$ cat src/rtl/uart_tx_arbiter.sv
// Round-robin arbiter sharing one uart_tx between NREQ byte producers.
// Latches the winner's byte, pulses start, and tracks tx busy with a start timeout.
module uart_tx_arbiter #(
    parameter int unsigned NREQ         = 4,
    parameter int unsigned DBIT         = 8,
    parameter int unsigned BUSY_TIMEOUT = 16
) (
    input  logic                    i_clk,
    input  logic                    i_rst,
    input  logic [NREQ-1:0]         i_req,
    input  logic [NREQ*DBIT-1:0]    i_data,
    output logic [NREQ-1:0]         o_ack,
    output logic                    o_tx_start,
    output logic [DBIT-1:0]         o_tx_data,
    input  logic                    i_tx_busy,
    output logic [$clog2(NREQ)-1:0] o_active_id,
    output logic                    o_busy,
    output logic                    o_err
);
    localparam int unsigned IDW = $clog2(NREQ);
    localparam int unsigned CW  = $clog2(BUSY_TIMEOUT);

    typedef enum logic [1:0] {StIdle, StStart, StWaitBusy, StWaitDone} state_e;

    state_e          state_q, state_d;
    logic [IDW-1:0]  rr_q, rr_d;
    logic [CW-1:0]   cnt_q, cnt_d;
    logic [DBIT-1:0] data_q, data_d;
    logic [IDW-1:0]  id_q, id_d;
    logic            busy_q, busy_d;
    logic            start_q, start_d;
    logic [NREQ-1:0] ack_q, ack_d;
    logic            err_q, err_d;

    logic [DBIT-1:0] req_bytes [NREQ];
    logic [IDW-1:0]  winner;
    logic [IDW-1:0]  scan_idx;
    logic            found;

    function automatic logic [IDW-1:0] next_id(input logic [IDW-1:0] id);
        return IDW'((32'(id) + 1) % NREQ);
    endfunction

    for (genvar k = 0; k < NREQ; k++) begin : g_bytes
        assign req_bytes[k] = i_data[k*DBIT +: DBIT];
    end

    // First requester at or above the rr pointer, wrapping modulo NREQ.
    always_comb begin
        winner   = '0;
        found    = 1'b0;
        scan_idx = '0;
        for (int unsigned i = 0; i < NREQ; i++) begin
            scan_idx = IDW'((32'(rr_q) + i) % NREQ);
            if (!found && i_req[scan_idx]) begin
                found  = 1'b1;
                winner = scan_idx;
            end
        end
    end

    always_comb begin
        state_d = state_q;
        rr_d    = rr_q;
        cnt_d   = cnt_q;
        data_d  = data_q;
        id_d    = id_q;
        busy_d  = busy_q;
        start_d = 1'b0;
        ack_d   = '0;
        err_d   = 1'b0;
        unique case (state_q)
            StIdle: begin
                if (!i_tx_busy && found) begin
                    data_d  = req_bytes[winner];
                    id_d    = winner;
                    busy_d  = 1'b1;
                    start_d = 1'b1;
                    state_d = StStart;
                end
            end
            StStart: begin
                cnt_d   = '0;
                state_d = StWaitBusy;
            end
            StWaitBusy: begin
                if (i_tx_busy) begin
                    ack_d[id_q] = 1'b1;
                    state_d     = StWaitDone;
                end else if (cnt_q == CW'(BUSY_TIMEOUT - 1)) begin
                    // Transmitter never took the byte: give up without an ack.
                    err_d   = 1'b1;
                    rr_d    = next_id(id_q);
                    busy_d  = 1'b0;
                    state_d = StIdle;
                end else begin
                    cnt_d = cnt_q + 1'b1;
                end
            end
            StWaitDone: begin
                if (!i_tx_busy) begin
                    rr_d    = next_id(id_q);
                    busy_d  = 1'b0;
                    state_d = StIdle;
                end
            end
            default: state_d = StIdle;
        endcase
    end

    always_ff @(posedge i_clk) begin
        if (i_rst) begin
            state_q <= StIdle;
            rr_q    <= '0;
            cnt_q   <= '0;
            data_q  <= '0;
            id_q    <= '0;
            busy_q  <= 1'b0;
            start_q <= 1'b0;
            ack_q   <= '0;
            err_q   <= 1'b0;
        end else begin
            state_q <= state_d;
            rr_q    <= rr_d;
            cnt_q   <= cnt_d;
            data_q  <= data_d;
            id_q    <= id_d;
            busy_q  <= busy_d;
            start_q <= start_d;
            ack_q   <= ack_d;
            err_q   <= err_d;
        end
    end

    assign o_ack       = ack_q;
    assign o_tx_start  = start_q;
    assign o_tx_data   = data_q;
    assign o_active_id = id_q;
    assign o_busy      = busy_q;
    assign o_err       = err_q;

endmodule

$ cat config.mk
export PLATFORM = sky130hd
export DESIGN_NAME = uart_tx_arbiter
export DESIGN_NICKNAME = d
export VERILOG_FILES = /design/src/rtl/uart_tx_arbiter.sv
export SDC_FILE = /design/constraint.sdc
export NUM_CORES = 1
export LEC_CHECK = 0
export BUFFER_PORTS_ARGS = -buffer_cell sky130_fd_sc_hd__buf_4
export CAP_MARGIN = 40
export CORE_ASPECT_RATIO = 1.5
export CORE_MARGIN = 5
export CORE_UTILIZATION = 51
export DETAILED_ROUTE_END_ITERATION = 10
export MAX_ROUTING_LAYER = met4
export PLACE_DENSITY = 0.92
export SYNTH_ARGS = -nofsm -noshare
export SYNTH_HDL_FRONTEND = slang
export SYNTH_SLANG_ARGS = --single-unit
$ cat constraint.sdc
create_clock -name i_clk -period 6 [get_ports i_clk]
set_input_delay 0.3 -clock i_clk [delete_from_list [all_inputs] [get_ports i_clk]]
set_output_delay 0.3 -clock i_clk [all_outputs]
set_load 0.02 [all_outputs]
==> results.txt, run 1 <==
status: completed
aggregate global-route resource usage: 18.6%
Nets: 255
unrepaired setup endpoints after global routing: false
io pins: 56
Yosys Warn Count: 0
CP cell instances: inv_1 > ha_1 > or3b_1 > or4_4 > o221ai_2
CP arrival: 2280 ps
Post-route DRC: 0
largest area contributor in the netlist: dfxtp_1
CP endpoint kind: flip-flop
crit-path max FO: 8
final hold vios: 0
top post-synthesis cells by area: dfxtp_1 (36%), mux2i_1 (13%), ha_1 (8.9%), o221ai_2 (8.5%), nand2_1 (4.5%)
CTS Buffer Depth: 2
kind of critical path: flip-flop to flip-flop
synth unique cells: 34
r2r worst-path depth: 5
die area: 3940 um2
reg-to-reg endpoint: o_tx_data[2]$_SDFFE_PP0P_
clk_skew: 1.40 ps
vias per cell: 5.28
worst reg2reg startpoint: state_q[1]$_SDFFE_PP0P_
DR iter-0 viols: 14
syn_area_per_cell: 9.27 um2
Synth Area in Compound Gates: 17.2%
maxcap violations: 0
Final Cycle Share: 34.7%
simple-gate share of the synthesized area: 18.8%
Seq/Total Area, Yosys: 35.5%
number of I/O port buffers: 55
CTS tree: yes
Root Driver: clkbuf_8
Core Box Area: 2680 um2
antenna violations before repair: 0
Metal-1 WL: 1070 um
die height: 74.4 um
hold endpoint: o_err$_SDFF_PP0_
setup TNS: 0 ps
final wirelength: 3240 um
met3 WL: 436 um
reg2reg setup slack: 3920 ps
FF+latch count, synth: 25
CTS buffer count: 3
clk sinks: 25
max incr delay on CP: 620 ps
# rows: 23
Hold Startpoint: i_tx_busy
Syn Std Cell Area: 1410 um2
clock-pin slew on the worst setup and hold paths: 80 ps
gate count of the mapped netlist: 152
Clk Latency, worst-skew pair: 270 ps
Rel. slew slack: 61.7%
pwr dens: 234 nW/um2
GR Overflow Total: 0
post-detail-place hpwl: 2680 um
Area Overhead vs Synth: 34.2%
Synthesized Nets: 201
first-pass GRT wire length: 5460 um
WP data required: 6190 ps
Die Width: 52.9 um
drt pass-1 iters: 4
Final Max Tran Viols: 0
via count: 1278
combinational family with the most area after synthesis: simple AND/OR/NAND/NOR gates
Initial Util: 52.6%
endpoints failing setup: 0
share of the synthesized area in the top cell type: 35.5%
VDD IR max: 0.000201 V
hold_ws: 276 ps
H-tree lvl count: 1
routed wl met2: 1690 um
most frequent cells in the layout: buf_4 (55), dfxtp_1 (25), mux2i_1 (19), nand2_1 (17), nor2_1 (15)
CTS-repair resized insts: 0
Post-CTS Hold Buffers: 0
Leakage: 0.833 nW
commonest non-fill, non-tap cell in the layout: buf_4
Worst Path Buf+Inv: 1
vias in the first global route: 1338
gpl congestion: 0.894
Final min period: 2080 ps
Avg WL per Cell: 13.4 um
diodes inserted: 0
Worst-Margin Slew: 574 ps
Hold Crit Class: input port to flip-flop
slowest CP cell: or4_4
top sig layer: met4
share of cells above drive strength 1: 35.1%
Adder-Cell Fraction of Synth Area: 8.88%
Worst path top cell family by delay: simple AND/OR/NAND/NOR gates
post-synthesis xor/xnor area fraction: 1.24%
mux contribution to synthesized area: 13.5%
startpoint types: flip-flop
Fillers: 202
Hold Path Depth: 2
largest net degree at the start of global routing: 17
ANT nets after route: 0
post-CTS setup buffer count: 0
fmax: 0.480 GHz
-- worst register-to-register path, cell delays in order (launching register included) --
cell      delay (ps)
dfxtp_1          350
inv_1            130
ha_1             210
or3b_1           480
or4_4            620
o221ai_2         210
-- worst max path at each step --
stage	endpoint	cells after the start	startpoint	slack (ps)
final	o_tx_data[2]$_SDFFE_PP0P_	5	state_q[1]$_SDFFE_PP0P_	3920
after global routing	o_tx_data[3]$_SDFFE_PP0P_	5	state_q[1]$_SDFFE_PP0P_	3790
after CTS	o_tx_data[2]$_SDFFE_PP0P_	5	state_q[1]$_SDFFE_PP0P_	3900
after detailed placement	o_tx_data[2]$_SDFFE_PP0P_	5	state_q[1]$_SDFFE_PP0P_	3920
after global placement	o_tx_data[0]$_SDFFE_PP0P_	6	i_req[0]	3900
after floorplan	o_tx_data[0]$_SDFFE_PP0P_	7	state_q[1]$_SDFFE_PP0P_	4040
-- cell usage after synthesis (all sizes together) --
cell,number
clkbuf,1
buf,6
and2,4
o221ai,8
a211o,1
nand4,1
a21oi,9
or3,1
xor2,2
nor3,5
nor2b,5
a211oi,1
o22ai,1
o21ai,4
nand2,17
o21a,2
or4,1
a21o,1
mux2i,19
nor2,15
dfxtp,25
a2bb2oi,1
nand3,2
nor4,1
nor4b,1
ha,10
or3b,1
inv,6
and3,1
-- registers in the layout, summed over array words and instances (netlist names) --
register,cells
cnt_q,4
o_ack,4
o_active_id,2
o_busy,1
o_err,1
o_tx_data,8
o_tx_start,1
rr_q,2
state_q,2
-- cell families after synthesis --
kind of cell    after synthesis
compound gates               28
xor+xnor                      2
flops                        25
mux                          19
simple gates                 55
fa+ha+maj                    10
buf+inv                      13
-- per-stage QoR --
step | power, mW | setup slack [ps] | area, um2 | util [%] | cells
3_5_place_dp | 0.348 | 3920 | 1840 | 68.9 | 238
6_report | 0.442 | 3920 | 1890 | 70.6 | 242
5_1_grt | 0.471 | 3790 | 1890 | 70.6 | 242
3_3_place_gp | 0.343 | 3900 | 1830 | 68.3 | 237
4_1_cts | 0.447 | 3900 | 1890 | 70.6 | 242
2_1_floorplan | 0.293 | 4040 | 1410 | - | 152
-- layout make-up --
cell class,instances,area (um2),share of cell area [%]
multi-input cells,114,847,44.8
flip-flops and latches,25,500,26.5
inverters,6,22.5,1.19
repair buffers,56,428,22.6
clock buffers,3,41.3,2.18
well taps,37,46.3,2.45
clock inverters,1,5.00,0.265
-- metal layers --
metal  vias to the layer above  track usage, %
li1                        644               -
met1                       578            16.8
met2                        52            35.1
met3                         4            5.81
met4                         0            7.10
met5                         -               -
-- power breakdown --
group / total [mW] / internal (mW) / switching [mW]
clock: 0.0986 / 0.0465 / 0.0521
sequential: 0.193 / 0.181 / 0.0115
combinational: 0.150 / 0.0716 / 0.0786
total: 0.442 / 0.300 / 0.142
Note: power is estimated with default switching activity, not from simulation.
==> inputs of run 2 (changes only) <==
- CORE_UTILIZATION: 51 -> 48
- PLACE_DENSITY: 0.92 -> 0.88
- clock period: 6 -> 2 ns (I/O delays scaled with it)
==> results.txt, run 2 (synthesized netlist as in run 1, its figures left out) <==
status: completed
io pins: 56
H-tree lvl count: 1
Area Overhead vs Synth: 35.3%
Initial Util: 48.9%
via count: 1279
CP arrival: 2110 ps
Worst Path Buf+Inv: 1
Rel. slew slack: 65.8%
Final min period: 1920 ps
largest net degree at the start of global routing: 18
Leakage: 0.840 nW
pwr dens: 701 nW/um2
max incr delay on CP: 640 ps
startpoint types: flip-flop
CP endpoint kind: flip-flop
drt pass-1 iters: 4
maxcap violations: 0
Clk Latency, worst-skew pair: 260 ps
clk sinks: 25
diodes inserted: 0
CTS buffer count: 3
number of I/O port buffers: 55
DR iter-0 viols: 18
Avg WL per Cell: 13.8 um
gpl congestion: 0.804
Post-route DRC: 0
grt met2 use: 31.5%
post-detail-place hpwl: 2790 um
endpoints failing setup: 0
clk_skew: 4.35 ps
Root Driver: clkbuf_8
Core Box Area: 2880 um2
design area: 1910 um2
GR Overflow Total: 0
CTS Buffer Depth: 2
final wirelength: 3400 um
Worst-Margin Slew: 514 ps
VDD IR max: 0.000578 V
Power, Total: 1.34 mW
grt peak-use layer: met2
number of flip-flops in the largest register: 8
CTS tree: yes
first-pass GRT wire length: 5560 um
Final Max Tran Viols: 0
final hold vios: 0
antenna violations before repair: 0
Final Cycle Share: 96.1%
die area: 4140 um2
Post-Place Worst Slack: 70.1 ps
fmax: 0.520 GHz
most frequent cells in the layout: buf_4 (58), dfxtp_1 (23), mux2i_1 (19), nand2_1 (17), nor2_1 (15)
final worst setup slack: 77.6 ps
vias per cell: 5.20
Worst path top cell family by delay: simple AND/OR/NAND/NOR gates
kind of critical path: flip-flop to flip-flop
share of cells above drive strength 1: 38.2%
Nets: 257
dpl cell area: 1850 um2
ANT nets after route: 0
Hold Crit Class: input port to flip-flop
WP data required: 2180 ps
Post-CTS Hold Buffers: 0
commonest non-fill, non-tap cell in the layout: buf_4
die height: 76.4 um
final core occ: 66.1%
# rows: 24
vias in the first global route: 1308
Die Width: 54.2 um
crit-path max FO: 8
aggregate global-route resource usage: 17.7%
global routing usage on met1: 17.8%
CP cell instances: inv_2 > ha_2 > or3b_1 > or4_4 > o221ai_2
clock-pin slew on the worst setup and hold paths: 90 ps
slowest CP cell: or4_4
met3 Use GR: 4.31%
## run 2: cell types whose count changed in the layout (fill, tap and decap cells not counted)
cell and delta:
inv_1 -2, buf_8 -1, inv_2 +2, dfxtp_2 +2, buf_4 +3, ha_1 -1, ha_2 +1, dfxtp_1 -2
## run 2: layout make-up
cell class              instances  area [um2]
fillers                       246         977
multi-input cells             114         850
flip-flops and latches         25         503
repair buffers                 58         435
well taps                      39        48.8
clock buffers                   3        41.3
inverters                       6        22.5
clock inverters                 1        5.00
## run 2: layer usage
layer  up-vias  part of all wire, %
met5         -                    0
met4         0                  1.3
met3         6                   11
met2        49                   52
met1       580                   35
li1        644                    -
## run 2: worst paths after layout
kind	startpoint	end	slack, ps	depth (start not counted)
min	i_tx_busy	o_err$_SDFF_PP0_	90	2
max	state_q[1]$_SDFFE_PP0P_	o_tx_data[7]$_SDFFE_PP0P_	80	5
min reg2reg	o_tx_data[4]$_SDFFE_PP0P_	o_tx_data[4]$_SDFFE_PP0P_	470	2
max reg2reg	state_q[1]$_SDFFE_PP0P_	o_tx_data[7]$_SDFFE_PP0P_	80	5
## run 2: timing repair
action,in CTS,in global routing
endpoints found under the setup margin,0,9
setup buffers,0,0
gates resized for setup,0,5
endpoints found under the hold margin,0,0
## run 2: report_power, final
group          internal [mW]  switching (mW)  leakage (nW)
Sequential             0.547          0.0376         0.204
Combinational          0.224           0.236         0.610
Clock                  0.139           0.153        0.0255
## run 2: stage by stage
| step | cells | hold slack [ps] | setup TNS, ps |
|---|---|---|---|
| floorplan | 152 | 177 | 0 |
| global placement | 242 | 364 | 0 |
| detailed placement | 242 | 359 | 0 |
| CTS | 246 | 81.3 | 0 |
| global route | 246 | 91.0 | -14.0 |
| finish | 246 | 85.1 | 0 |
